[config.mk]
export PLATFORM = sky130hd
export DESIGN_NAME = pipeline_hazard_ctrl_flat
export DESIGN_NICKNAME = d
export VERILOG_FILES = /design/src/rtl/pipeline_hazard_ctrl_if.sv /design/src/rtl/pipeline_hazard_ctrl.sv /design/src/flat_wrapper.sv
export SDC_FILE = /design/constraint.sdc
export NUM_CORES = 1
export LEC_CHECK = 0
export CAP_MARGIN = 20
export CORE_MARGIN = 2
export CORE_UTILIZATION = 39
export DETAILED_ROUTE_END_ITERATION = 12
export HOLD_SLACK_MARGIN = 0.12
export PLACE_DENSITY_LB_ADDON = 0.3
export SYNTH_ARGS = -nofsm -noshare
export SYNTH_HDL_FRONTEND = slang
export SYNTH_SLANG_ARGS = --single-unit
[constraint.sdc]
create_clock -name clk -period 1.4 [get_ports clk]
set_input_delay 0.28 -clock clk [delete_from_list [all_inputs] [get_ports clk]]
set_output_delay 0.28 -clock clk [all_outputs]
set_load 0.005 [all_outputs]
[src/rtl/pipeline_hazard_ctrl_if.sv]
// pipeline_hazard_ctrl_if: hazard-controller bus; perf counter outputs exist only with PIPE_PERF_CNT_EN.
interface pipeline_hazard_ctrl_if
`ifdef PIPE_PERF_CNT_EN
  #(parameter int CNT_W = 32)
`endif
  ;
  logic [4:0] id_rs1, id_rs2, ex_rd;
  logic       id_use_rs1, id_use_rs2, ex_load, branch_taken, dmem_req, dmem_ready;
  logic       pc_stall, ifid_stall, ifid_flush, idex_bubble, idex_stall, exmem_stall, mem_timeout;
  logic [1:0] state_o;
`ifdef PIPE_PERF_CNT_EN
  logic [CNT_W-1:0] perf_stall_cyc, perf_flush_cnt, perf_lu_cnt;
`endif
  modport master (
    output id_rs1, id_rs2, ex_rd, id_use_rs1, id_use_rs2, ex_load, branch_taken, dmem_req, dmem_ready,
    input  pc_stall, ifid_stall, ifid_flush, idex_bubble, idex_stall, exmem_stall, mem_timeout, state_o
`ifdef PIPE_PERF_CNT_EN
    , perf_stall_cyc, perf_flush_cnt, perf_lu_cnt
`endif
  );
  modport slave (
    input  id_rs1, id_rs2, ex_rd, id_use_rs1, id_use_rs2, ex_load, branch_taken, dmem_req, dmem_ready,
    output pc_stall, ifid_stall, ifid_flush, idex_bubble, idex_stall, exmem_stall, mem_timeout, state_o
`ifdef PIPE_PERF_CNT_EN
    , perf_stall_cyc, perf_flush_cnt, perf_lu_cnt
`endif
  );
endinterface

[src/rtl/pipeline_hazard_ctrl.sv]
// pipeline_hazard_ctrl: Mealy stall/flush/bubble sequencer for load-use, branch and dmem wait; PIPE_PERF_CNT_EN adds saturating perf counters.
module pipeline_hazard_ctrl #(
  parameter int LOAD_BUBBLES = 1,
  parameter int MAX_WAIT     = 16
`ifdef PIPE_PERF_CNT_EN
  , parameter int CNT_W      = 32
`endif
) (
  input logic clk,
  input logic rst,
  pipeline_hazard_ctrl_if.slave hz
);
  typedef enum logic [1:0] {RUN = 2'b00, LSTALL = 2'b01, MWAIT = 2'b10, ERR = 2'b11} state_t;
  state_t     r_state;
  logic [2:0] r_bcnt;
  logic [7:0] r_wcnt;
  logic       r_timeout;
  logic w_lu, w_miss, w_active, w_enter, w_flush, w_lu_act, w_ls_bub, w_hold, w_bub_stall, w_pc_stall;
  assign w_lu = hz.ex_load & (|hz.ex_rd) &
                ((hz.id_use_rs1 & (hz.id_rs1 == hz.ex_rd)) | (hz.id_use_rs2 & (hz.id_rs2 == hz.ex_rd)));
  assign w_miss      = hz.dmem_req & ~hz.dmem_ready;
  assign w_active    = (r_state == RUN) | (r_state == LSTALL);
  assign w_enter     = w_active & w_miss;
  assign w_flush     = w_active & ~w_miss & hz.branch_taken;
  assign w_lu_act    = (r_state == RUN) & ~w_miss & ~hz.branch_taken & w_lu;
  assign w_ls_bub    = (r_state == LSTALL) & ~w_miss & ~hz.branch_taken;
  assign w_hold      = (r_state == ERR) | ((r_state == MWAIT) & ~hz.dmem_ready) | w_enter;
  assign w_bub_stall = w_lu_act | w_ls_bub;
  assign w_pc_stall  = w_hold | w_bub_stall;
  assign hz.pc_stall    = ~rst & w_pc_stall;
  assign hz.ifid_stall  = ~rst & w_pc_stall;
  assign hz.ifid_flush  = ~rst & w_flush;
  assign hz.idex_bubble = ~rst & (w_flush | w_bub_stall);
  assign hz.idex_stall  = ~rst & w_hold;
  assign hz.exmem_stall = ~rst & w_hold;
  assign hz.mem_timeout = ~rst & r_timeout;
  assign hz.state_o     = rst ? 2'b00 : r_state;
  // bubble_cnt stays frozen across a memory wait so the remaining load bubbles resume afterwards
  always_ff @(posedge clk)
    if (rst) begin
      r_state   <= RUN;
      r_bcnt    <= '0;
      r_wcnt    <= '0;
      r_timeout <= 1'b0;
    end else if (w_enter) begin
      r_state <= MWAIT;
      r_wcnt  <= 8'd1;
    end else if (r_state == MWAIT) begin
      if (hz.dmem_ready) begin
        r_wcnt  <= '0;
        r_state <= (r_bcnt != 3'd0) ? LSTALL : RUN;
      end else if (r_wcnt == 8'(MAX_WAIT)) begin
        r_timeout <= 1'b1;
        r_state   <= ERR;
      end else
        r_wcnt <= r_wcnt + 8'd1;
    end else if (w_flush) begin
      r_bcnt  <= '0;
      r_state <= RUN;
    end else if (w_lu_act && LOAD_BUBBLES > 1) begin
      r_bcnt  <= 3'(LOAD_BUBBLES - 1);
      r_state <= LSTALL;
    end else if (w_ls_bub) begin
      r_bcnt <= r_bcnt - 3'd1;
      if (r_bcnt == 3'd1) r_state <= RUN;
    end
`ifdef PIPE_PERF_CNT_EN
  logic [CNT_W-1:0] r_perf_stall, r_perf_flush, r_perf_lu;
  always_ff @(posedge clk)
    if (rst) begin
      r_perf_stall <= '0;
      r_perf_flush <= '0;
      r_perf_lu    <= '0;
    end else begin
      if (w_pc_stall && !(&r_perf_stall)) r_perf_stall <= r_perf_stall + 1'b1;
      if (w_flush && !(&r_perf_flush))    r_perf_flush <= r_perf_flush + 1'b1;
      if (w_lu_act && !(&r_perf_lu))      r_perf_lu    <= r_perf_lu + 1'b1;
    end
  assign hz.perf_stall_cyc = r_perf_stall;
  assign hz.perf_flush_cnt = r_perf_flush;
  assign hz.perf_lu_cnt    = r_perf_lu;
`endif
endmodule

[src/flat_wrapper.sv]
// flat-port wrapper written by rule: the top's interface ports become plain ports
module pipeline_hazard_ctrl_flat 
#(
  parameter int LOAD_BUBBLES = 1,
  parameter int MAX_WAIT     = 16

)
  (clk, rst, hz_id_rs1, hz_id_rs2, hz_ex_rd, hz_id_use_rs1, hz_id_use_rs2, hz_ex_load, hz_branch_taken, hz_dmem_req, hz_dmem_ready, hz_pc_stall, hz_ifid_stall, hz_ifid_flush, hz_idex_bubble, hz_idex_stall, hz_exmem_stall, hz_mem_timeout, hz_state_o);
  pipeline_hazard_ctrl_if hz_i ();
  input logic clk;
  input logic rst;
  input wire logic [$bits(hz_i.id_rs1)-1:0] hz_id_rs1;
  input wire logic [$bits(hz_i.id_rs2)-1:0] hz_id_rs2;
  input wire logic [$bits(hz_i.ex_rd)-1:0] hz_ex_rd;
  input wire logic [$bits(hz_i.id_use_rs1)-1:0] hz_id_use_rs1;
  input wire logic [$bits(hz_i.id_use_rs2)-1:0] hz_id_use_rs2;
  input wire logic [$bits(hz_i.ex_load)-1:0] hz_ex_load;
  input wire logic [$bits(hz_i.branch_taken)-1:0] hz_branch_taken;
  input wire logic [$bits(hz_i.dmem_req)-1:0] hz_dmem_req;
  input wire logic [$bits(hz_i.dmem_ready)-1:0] hz_dmem_ready;
  output wire logic [$bits(hz_i.pc_stall)-1:0] hz_pc_stall;
  output wire logic [$bits(hz_i.ifid_stall)-1:0] hz_ifid_stall;
  output wire logic [$bits(hz_i.ifid_flush)-1:0] hz_ifid_flush;
  output wire logic [$bits(hz_i.idex_bubble)-1:0] hz_idex_bubble;
  output wire logic [$bits(hz_i.idex_stall)-1:0] hz_idex_stall;
  output wire logic [$bits(hz_i.exmem_stall)-1:0] hz_exmem_stall;
  output wire logic [$bits(hz_i.mem_timeout)-1:0] hz_mem_timeout;
  output wire logic [$bits(hz_i.state_o)-1:0] hz_state_o;
  assign hz_i.id_rs1 = hz_id_rs1;
  assign hz_i.id_rs2 = hz_id_rs2;
  assign hz_i.ex_rd = hz_ex_rd;
  assign hz_i.id_use_rs1 = hz_id_use_rs1;
  assign hz_i.id_use_rs2 = hz_id_use_rs2;
  assign hz_i.ex_load = hz_ex_load;
  assign hz_i.branch_taken = hz_branch_taken;
  assign hz_i.dmem_req = hz_dmem_req;
  assign hz_i.dmem_ready = hz_dmem_ready;
  assign hz_pc_stall = hz_i.pc_stall;
  assign hz_ifid_stall = hz_i.ifid_stall;
  assign hz_ifid_flush = hz_i.ifid_flush;
  assign hz_idex_bubble = hz_i.idex_bubble;
  assign hz_idex_stall = hz_i.idex_stall;
  assign hz_exmem_stall = hz_i.exmem_stall;
  assign hz_mem_timeout = hz_i.mem_timeout;
  assign hz_state_o = hz_i.state_o;
  pipeline_hazard_ctrl #(.LOAD_BUBBLES(LOAD_BUBBLES), .MAX_WAIT(MAX_WAIT)) u_core (.clk(clk), .rst(rst), .hz(hz_i));
endmodule
==> metrics.txt, run 1 <==
commonest non-fill, non-tap cell in the layout=buf_4; Setup Skew=0.00616 ns; Antenna Violating Nets Remaining=0; drt first pass iters=4; Flop pwr share=41.0%; Synth cell types=36; DR WL/cell=15.7 µm; Final Instance Count excl. Fillers=209; CTS tree=yes; Synth Area in Compound Gates=17.5%; Worst Reg-to-Reg Cells=6; count of pins over their slew limit=0; Clock Pin Slew Worst Setup and Hold Paths=0.08 ns; total gr overflow=0; die area=2890 µm²; Die W=53.7 µm; Power Density=576 nW/µm²; aggregate routed wire length=3.27 mm; Critical Path RT=1.12 ns; Clock Path Buffers=2; Final GP Congestion=0.751; Hold Path Depth=3; initial DRC count=27; Die H=53.7 µm; Hold Fails Final Rpt=0; # nets final=208; main combinational cell family by area after synthesis=simple AND/OR/NAND/NOR gates; fmax=0.575 GHz; IO buf count=31; antenna violations before repair=0; slowest cell delay on critical path=0.37 ns; crit path launch type=flop; final setup vio count=10; flops & latches, synth=14; antenna cell count=0; via count=1110; Seq. cell area=288 µm²; pre-CTS setup slack=-0.998 ns; internal power=0.721 mW; Clock Root Buffer=clkbuf_4; cell count after synthesis=116; area delta synth->final=78.1%; most frequent cells in the layout=buf_4 (24), buf_2 (14), xor2_1 (11), buf_6 (11), dfxtp_1 (10); Max Cap Violations=0; static leakage=0.728 nW; WP data arrival=1.46 ns; Synth Area in XOR/XNOR=13.6%; Power Total=0.990 mW; worst min path class=primary input to flop; status=finished with violations; worst vdd ir=0.629 mV; multi-input logic area=805 µm²; # rows=18; Synth area leaders=dfxtp_1 (29%), xor2_1 (12%), ha_1 (6.5%), a21oi_1 (5.2%), nor2_1 (4.7%); setup slack after layout=-0.339 ns; Crit path max-delay family=flip-flops; Slew @ Worst Pin=0.409 ns; total track usage=23.2%; Syn Nets=144; synthesized area=965 µm²; Critical Path End Type=output pin; Post-Synth Simple-Gate Area=27.8%; top-area cell type share of the netlist area=29.1%; Final period util=124%; DR DRC count=0; mux contribution to synthesized area=0%; post-synthesis sequential area ratio=29.1%; vias per cell=5.31; vias in the first global route=1106; CTS sink count=14; Avg Cell Area, Syn=8.32 µm²; dpl cell area=1460 µm²; Placeable Area=2410 µm²; worst-path cell chain=nor3b_4, o2111ai_4, buf_6, o21ai_2, buf_2; Filler cells=162; Buf/Inv on CP=2; adder-cell share of the synthesized area=6.49%; cell count after placement=194; initial core utilization=40.0%; NetSw=0.268 mW; Final min period=1.74 ns; failing checks=setup timing; Max FO, Critical Path=3; Slowest cell on crit path=dfxtp_4; Hold WS=0.394 ns; switching portion of total power=27.1%; max_slew headroom=72.4%; clk_lat worst skew=0.28 ns; layout cell share with drive strength beyond 1=53.6%; RSZ-0062 raised after global routing=true; largest net degree at the start of global routing=12; final instance area=1720 µm²; cell taking the most area after synthesis=dfxtp_1; # hold bufs at CTS=0; first-pass GRT wire length=4.91 mm; Clk pwr share=29.6%; DP Wirelength=2.12 mm; H-tree Lvls=1; I/O pin total=32; Num CTS Buffers=3; total number of cells along the worst setup path=5; combinational fraction of design power=29.4%; crit path kind=flop to output pin; Synthesis Warnings=0
[stage by stage]
| step | util (%) | setup TNS, ns |
|---|---|---|
| floorplan | - | -0.108 |
| global placement | 60.7 | -9.81 |
| detailed placement | 60.7 | -10.54 |
| CTS | 67.4 | -1.12 |
| global route | 71.3 | -2.14 |
| finish | 71.3 | -1.37 |
[worst register-to-register path, stage by stage, from the launching register on]
cell	delay, ns
dfxtp_2	0.33
buf_4	0.13
buf_8	0.14
and2b_2	0.24
nand2_1	0.07
or3_1	0.36
a21oi_1	0.13
[per-layer routing]
metal  wire length, µm  up-vias  global-route usage [%]  part of all wire, %
met5                 0        -                       0                    0
met4                37        0                    9.40                  1.1
met3               125        7                    2.22                  3.8
met2              1810       30                    42.7                   55
met1              1310      535                    27.1                   40
li1                  -      538                       -                    -
[power groups by stage]
stage	Combinational [mW]	Clock, mW	Sequential (mW)
finish	0.291	0.293	0.406
detailed placement	0.234	0	0.414
floorplan	0.0844	0	0.415
global route	0.310	0.306	0.406
CTS	0.264	0.293	0.406
global placement	0.229	0	0.414
[logic make-up after synthesis]
| group | Yosys count |
|---|---|
| adders and majority gates | 5 |
| DFF | 14 |
| xor gates and xnor gates | 15 |
| buffers and inverters | 12 |
| and+or+nand+nor | 42 |
| AOI/OAI and AO/OA | 28 |
[final cells by class]
class / count / share of cell area (%)
well taps: 30 / 2.18
clock buffers: 4 / 2.11
multi-input cells: 90 / 46.8
repair buffers: 63 / 30.2
inverters: 8 / 1.89
flip-flops and latches: 14 / 16.8
[worst paths after layout]
check / from / to / slack (ns)
worst max-delay path: u_core.r_state[1] / hz_idex_bubble / -0.34
worst min-delay path: hz_dmem_ready / u_core.r_state[1] / 0.39
worst max register to register: u_core.r_state[0] / u_core.r_wcnt[2] / -0.05
worst min register to register: u_core.r_bcnt[1] / u_core.r_bcnt[1] / 0.48
[synthesized netlist by cell type (all sizes together)]
master   count
dfxtp       14
xor2        13
nor2        12
a21oi       10
o21ai        9
inv          8
nand2        6
ha           5
nand4        4
buf          3
nand3        3
a221oi       2
a31oi        2
and3         2
and4b        2
nor3b        2
nor4         2
o2111ai      2
or2b         2
xnor2        2
a21o         1
a32oi        1
and2         1
and2b        1
clkbuf       1
nand3b       1
nor2b        1
nor4b        1
o221ai       1
or3          1
or4          1
[flip-flops by register name (all words and copies together) (netlist names)]
| name | count |
|---|---|
| u_core.r_bcnt | 3 |
| u_core.r_state | 2 |
| u_core.r_timeout | 1 |
| u_core.r_wcnt | 8 |
[what timing repair did]
action                     in CTS  in global routing
buffers inserted               10                  2
setup endpoints to repair      17                 13
gates resized for setup       129                 23
pin swaps                      25                 16
No activity file was read; power rests on OpenSTA's default activity.
==> run 2, diff against run 1 <==
--- a/config.mk
+++ b/config.mk
@@ -6,11 +6,11 @@
 export NUM_CORES = 1
 export LEC_CHECK = 0
 export CAP_MARGIN = 20
-export CORE_MARGIN = 2
 export CORE_UTILIZATION = 39
 export DETAILED_ROUTE_END_ITERATION = 12
 export HOLD_SLACK_MARGIN = 0.12
 export PLACE_DENSITY_LB_ADDON = 0.3
+export REMOVE_ABC_BUFFERS = 1
 export SYNTH_ARGS = -nofsm -noshare
 export SYNTH_HDL_FRONTEND = slang
 export SYNTH_SLANG_ARGS = --single-unit
==> metrics.txt, run 2 (synthesis gave the netlist of run 1 again) <==
status=finished with violations; failing checks=setup timing; Power Density=594 nW/µm²; DR DRC count=0; Placeable Area=2280 µm²; Num CTS Buffers=3; # nets final=206; final setup vio count=6; worst r2r src=u_core.r_wcnt[0]; Final Instance Count excl. Fillers=205; commonest non-fill, non-tap cell in the layout=buf_4; vias per cell=5.34; area delta synth->final=68.7%; WP data arrival=1.42 ns; met3 routed wirelength=92 µm; crit path from=hz_dmem_req; crit path kind=primary input to output pin; total gr overflow=0; initial DRC count=9; Setup Skew=0.00589 ns; Clock Pin Slew Worst Setup and Hold Paths=0.09 ns; Final GP Congestion=0.799; worst vdd ir=0.630 mV; fmax=0.588 GHz; final core occ=71.5%; # rows=17; first-pass GRT wire length=4.53 mm; Critical Path RT=1.12 ns; max_slew headroom=83.1%; top layer in use=met4; clk_lat worst skew=0.28 ns; Largest Register=u_core.r_wcnt; Met2 Wirelength=1.55 mm; CTS tree=yes; Final period util=121%; vias in the first global route=1125; H-tree Lvls=1; IO buf count=31; setup slack after layout=-0.300 ns; antenna violations before repair=0; Clock Path Buffers=2; RSZ-0062 raised after global routing=true; CTS sink count=14; Max Cap Violations=0; I/O pin total=32; Die H=51.7 µm; Worst Hold Launch=hz_dmem_ready; Clock Root Buffer=clkbuf_4; count of pins over their slew limit=0; Antenna Violating Nets Remaining=0; static leakage=0.697 nW; Max FO, Critical Path=3; Hold Fails Final Rpt=0; via count=1095; Largest regs=u_core.r_wcnt x8, u_core.r_bcnt x3, u_core.r_state x2; total track usage=22.6%; crit path launch type=primary input; drt first pass iters=5; largest net degree at the start of global routing=12; most frequent cells in the layout=buf_4 (25), buf_2 (14), xor2_1 (13); Die W=51.7 µm; pre-CTS setup slack=-1.01 ns; max reg flops=8; cell count after placement=191; aggregate routed wire length=2.94 mm; Critical Path End Type=output pin; DR WL/cell=14.4 µm; Slew @ Worst Pin=0.253 ns; Final min period=1.70 ns; DP Wirelength=2.03 mm; worst min path class=primary input to flop; antenna cell count=0; initial core utilization=42.4%; Sum Neg Setup Slack=-1.19 ns; layout cell share with drive strength beyond 1=49.2%; met1 wire length=1.22 mm; die area=2680 µm²
==> run 2: path summary, 6_finish.rpt <==
kind / end / slack (ns) / cells past startpoint
min: u_core.r_state[1] / 0.38 / 3
max reg2reg: u_core.r_state[0] / 0.03 / 7
max: hz_ifid_stall / -0.30 / 7
min reg2reg: u_core.r_bcnt[1] / 0.49 / 2
==> run 2: power breakdown <==
part | total [mW] | internal [mW] | switching (mW)
Combinational | 0.269 | 0.150 | 0.118
Clock | 0.293 | 0.158 | 0.135
Sequential | 0.406 | 0.402 | 0.00419
Total | 0.968 | 0.710 | 0.258
==> run 2: cell type report <==
| cell class | count | area, µm² |
|---|---|---|
| multi-input combinational | 90 | 749 |
| sequential | 14 | 288 |
| fill | 164 | 648 |
| clock buffer | 4 | 36.3 |
| inverter | 8 | 32.5 |
| timing repair buffer | 61 | 487 |
| tap | 28 | 35.0 |
==> run 2: per-stage QoR <==
| stage | total power, mW | hold slack (ns) | area (µm²) |
|---|---|---|---|
| floorplan | 0.490 | 0.349 | 941 |
| global placement | 0.638 | 0.452 | 1440 |
| detailed placement | 0.643 | 0.466 | 1440 |
| CTS | 0.948 | 0.348 | 1540 |
| global route | 1.01 | 0.407 | 1630 |
| finish | 0.968 | 0.378 | 1630 |
==> run 2: repair_timing <==
item	in CTS	in global routing
buffers inserted	7	5
resized for setup	116	21
setup endpoints to repair	18	17
pin swaps	18	9
hold buffers	0	0
==> run 2: per-layer routing <==
metal  GRT usage, %  vias up
li1               -      536
met1           23.3      520
met2           43.1       29
met3           5.56       10
met4           9.01        0
met5              0        -
==> run 2: worst max-delay path, cell delays in order <==
cell and delay, ns:
buf_2 0.09, or2b_4 0.21, buf_6 0.09, nor3b_4 0.26, o2111ai_4 0.16, o21ai_2 0.19
buf_2 0.13
==> run 3, diff against run 2 <==
--- a/config.mk
+++ b/config.mk
@@ -6,10 +6,9 @@
 export NUM_CORES = 1
 export LEC_CHECK = 0
 export CAP_MARGIN = 20
-export CORE_UTILIZATION = 39
+export CORE_UTILIZATION = 29
 export DETAILED_ROUTE_END_ITERATION = 12
-export HOLD_SLACK_MARGIN = 0.12
-export PLACE_DENSITY_LB_ADDON = 0.3
+export HOLD_SLACK_MARGIN = 0.15
 export REMOVE_ABC_BUFFERS = 1
 export SYNTH_ARGS = -nofsm -noshare
 export SYNTH_HDL_FRONTEND = slang
==> metrics.txt, run 3 (synthesis gave the netlist of run 1 again) <==
status=finished with violations; failing checks=setup timing; Placeable Area=3100 µm²; antenna cell count=0; final core occ=50.6%; IO buf count=31; Worst Hold Launch=hz_dmem_ready; via count=1041; Critical Path End Type=output pin; # nets final=203; RSZ-0062 raised after global routing=true; # rows=20; CTS tree=yes; dpl cell area=1470 µm²; initial core utilization=31.1%; vias in the first global route=989; Setup Skew=0.00627 ns; pre-CTS setup slack=-1.00 ns; crit path launch type=primary input; static leakage=0.663 nW; Largest Register=u_core.r_wcnt; initial DRC count=16; DR WL/cell=11.9 µm; commonest non-fill, non-tap cell in the layout=buf_4; WP data arrival=1.35 ns; Filler cells=334; total track usage=15.7%; DP Wirelength=2.12 mm; Largest regs=u_core.r_wcnt x8, u_core.r_bcnt x3, u_core.r_state x2; total number of cells along the worst setup path=5; R2R Setup Slk=0.01 ns; Worst Reg-to-Reg Cells=7; Clk pwr share=32.2%; crit path from=hz_ex_rd[1]; slowest cell delay on critical path=0.53 ns; worst r2r src=u_core.r_wcnt[0]; total gr overflow=0; Buf/Inv on CP=2; Final min period=1.63 ns; clk_lat worst skew=0.29 ns; worst vdd ir=0.278 mV; CTS sink count=14; NetSw=0.249 mW; layout cell share with drive strength beyond 1=43.7%; count of pins over their slew limit=0; most frequent cells in the layout=buf_4 (24), xor2_1 (13), buf_2 (11); Crit path max-delay family=simple AND/OR/NAND/NOR gates; setup slack after layout=-0.228 ns; worst min path class=primary input to flop; max_slew headroom=82.5%; combinational fraction of design power=24.9%; Critical R2R Capture=u_core.r_wcnt[0]; final setup vio count=6; Slowest cell on crit path=or4_4; crit path kind=primary input to output pin; Max FO, Critical Path=3; worst-path cell chain=buf_8, or4_4, o2111ai_2, o21ai_1, buf_2; Critical Path RT=1.12 ns; multi-input logic area=699 µm²; max reg flops=8; Final GP Congestion=0.722; vias per cell=4.78; area delta synth->final=62.6%; final instance area=1570 µm²; Final Instance Count excl. Fillers=218; Num CTS Buffers=3; Die H=59.7 µm; internal power=0.697 mW; I/O pin total=32; antenna violations before repair=0; # hold bufs at CTS=0; Seq. cell area=285 µm²; drt first pass iters=4; Antenna Violating Nets Remaining=0; DR DRC count=0; aggregate routed wire length=2.60 mm; cell count after placement=209; Power Density=603 nW/µm²; Hold Fails Final Rpt=0; Flop pwr share=43.0%; Power Total=0.946 mW; Clock Path Buffers=2; Clock Root Buffer=clkbuf_4; first-pass GRT wire length=4.13 mm; Die W=59.7 µm; Clock Pin Slew Worst Setup and Hold Paths=0.09 ns; switching portion of total power=26.3%; Final period util=116%; Max Cap Violations=0; H-tree Lvls=1; die area=3560 µm²; fmax=0.614 GHz; largest net degree at the start of global routing=12; Worst Setup EP=hz_idex_bubble; Slew @ Worst Pin=0.260 ns
[run 3: layout make-up]
type	count	share of cell area [%]
Sequential cell	14	18.2
Timing Repair Buffer	58	29.5
Inverter	8	1.91
Clock buffer	4	2.31
Tap cell	44	3.51
Multi-Input combinational cell	90	44.6
[run 3: what timing repair did]
action / in CTS / in global routing
endpoints found under the setup margin: 17 / 12
pin swaps: 19 / 15
endpoints found under the hold margin: 0 / 0
resized for setup: 91 / 20
setup buffers: 3 / 2
[run 3: worst min-delay path, cell delays in order]
cell      delay [ns]
buf_2           0.09
buf_4           0.15
a221oi_1        0.09
[run 3: per-stage QoR]
step,setup TNS (ns),hold WS [ns]
3_5_place_dp,-10.29,0.456
5_1_grt,-1.74,0.356
3_3_place_gp,-10.04,0.457
2_1_floorplan,-0.233,0.349
4_1_cts,-1.20,0.332
6_report,-1.08,0.350
[run 3: metal layers]
metal | vias to the layer above | part of all wire, % | track usage, % | wire length (µm)
li1 | 530 | - | - | -
met1 | 475 | 40 | 16.2 | 1050
met2 | 31 | 52 | 29.8 | 1360
met3 | 5 | 5.3 | 2.60 | 139
met4 | 0 | 1.8 | 7.97 | 48
met5 | - | 0 | 0 | 0
[run 3: how the worst min path moves through the flow]
stage	depth (start not counted)	slack (ns)	endpoint
6_report	3	0.35	u_core.r_state[1]
5_1_grt	3	0.36	u_core.r_state[1]
4_1_cts	3	0.33	u_core.r_state[1]
3_5_place_dp	2	0.46	u_core.r_timeout
3_3_place_gp	2	0.46	u_core.r_timeout
2_1_floorplan	1	0.35	u_core.r_bcnt[0]
[run 3: power by group through the flow]
stage                     Clock [mW]  Combinational, mW  Sequential [mW]
final                          0.304              0.235            0.407
after global routing           0.332              0.256            0.408
after CTS                      0.313              0.229            0.406
after detailed placement           0              0.232            0.415
after global placement             0              0.227            0.414
after floorplan                    0             0.0743            0.416
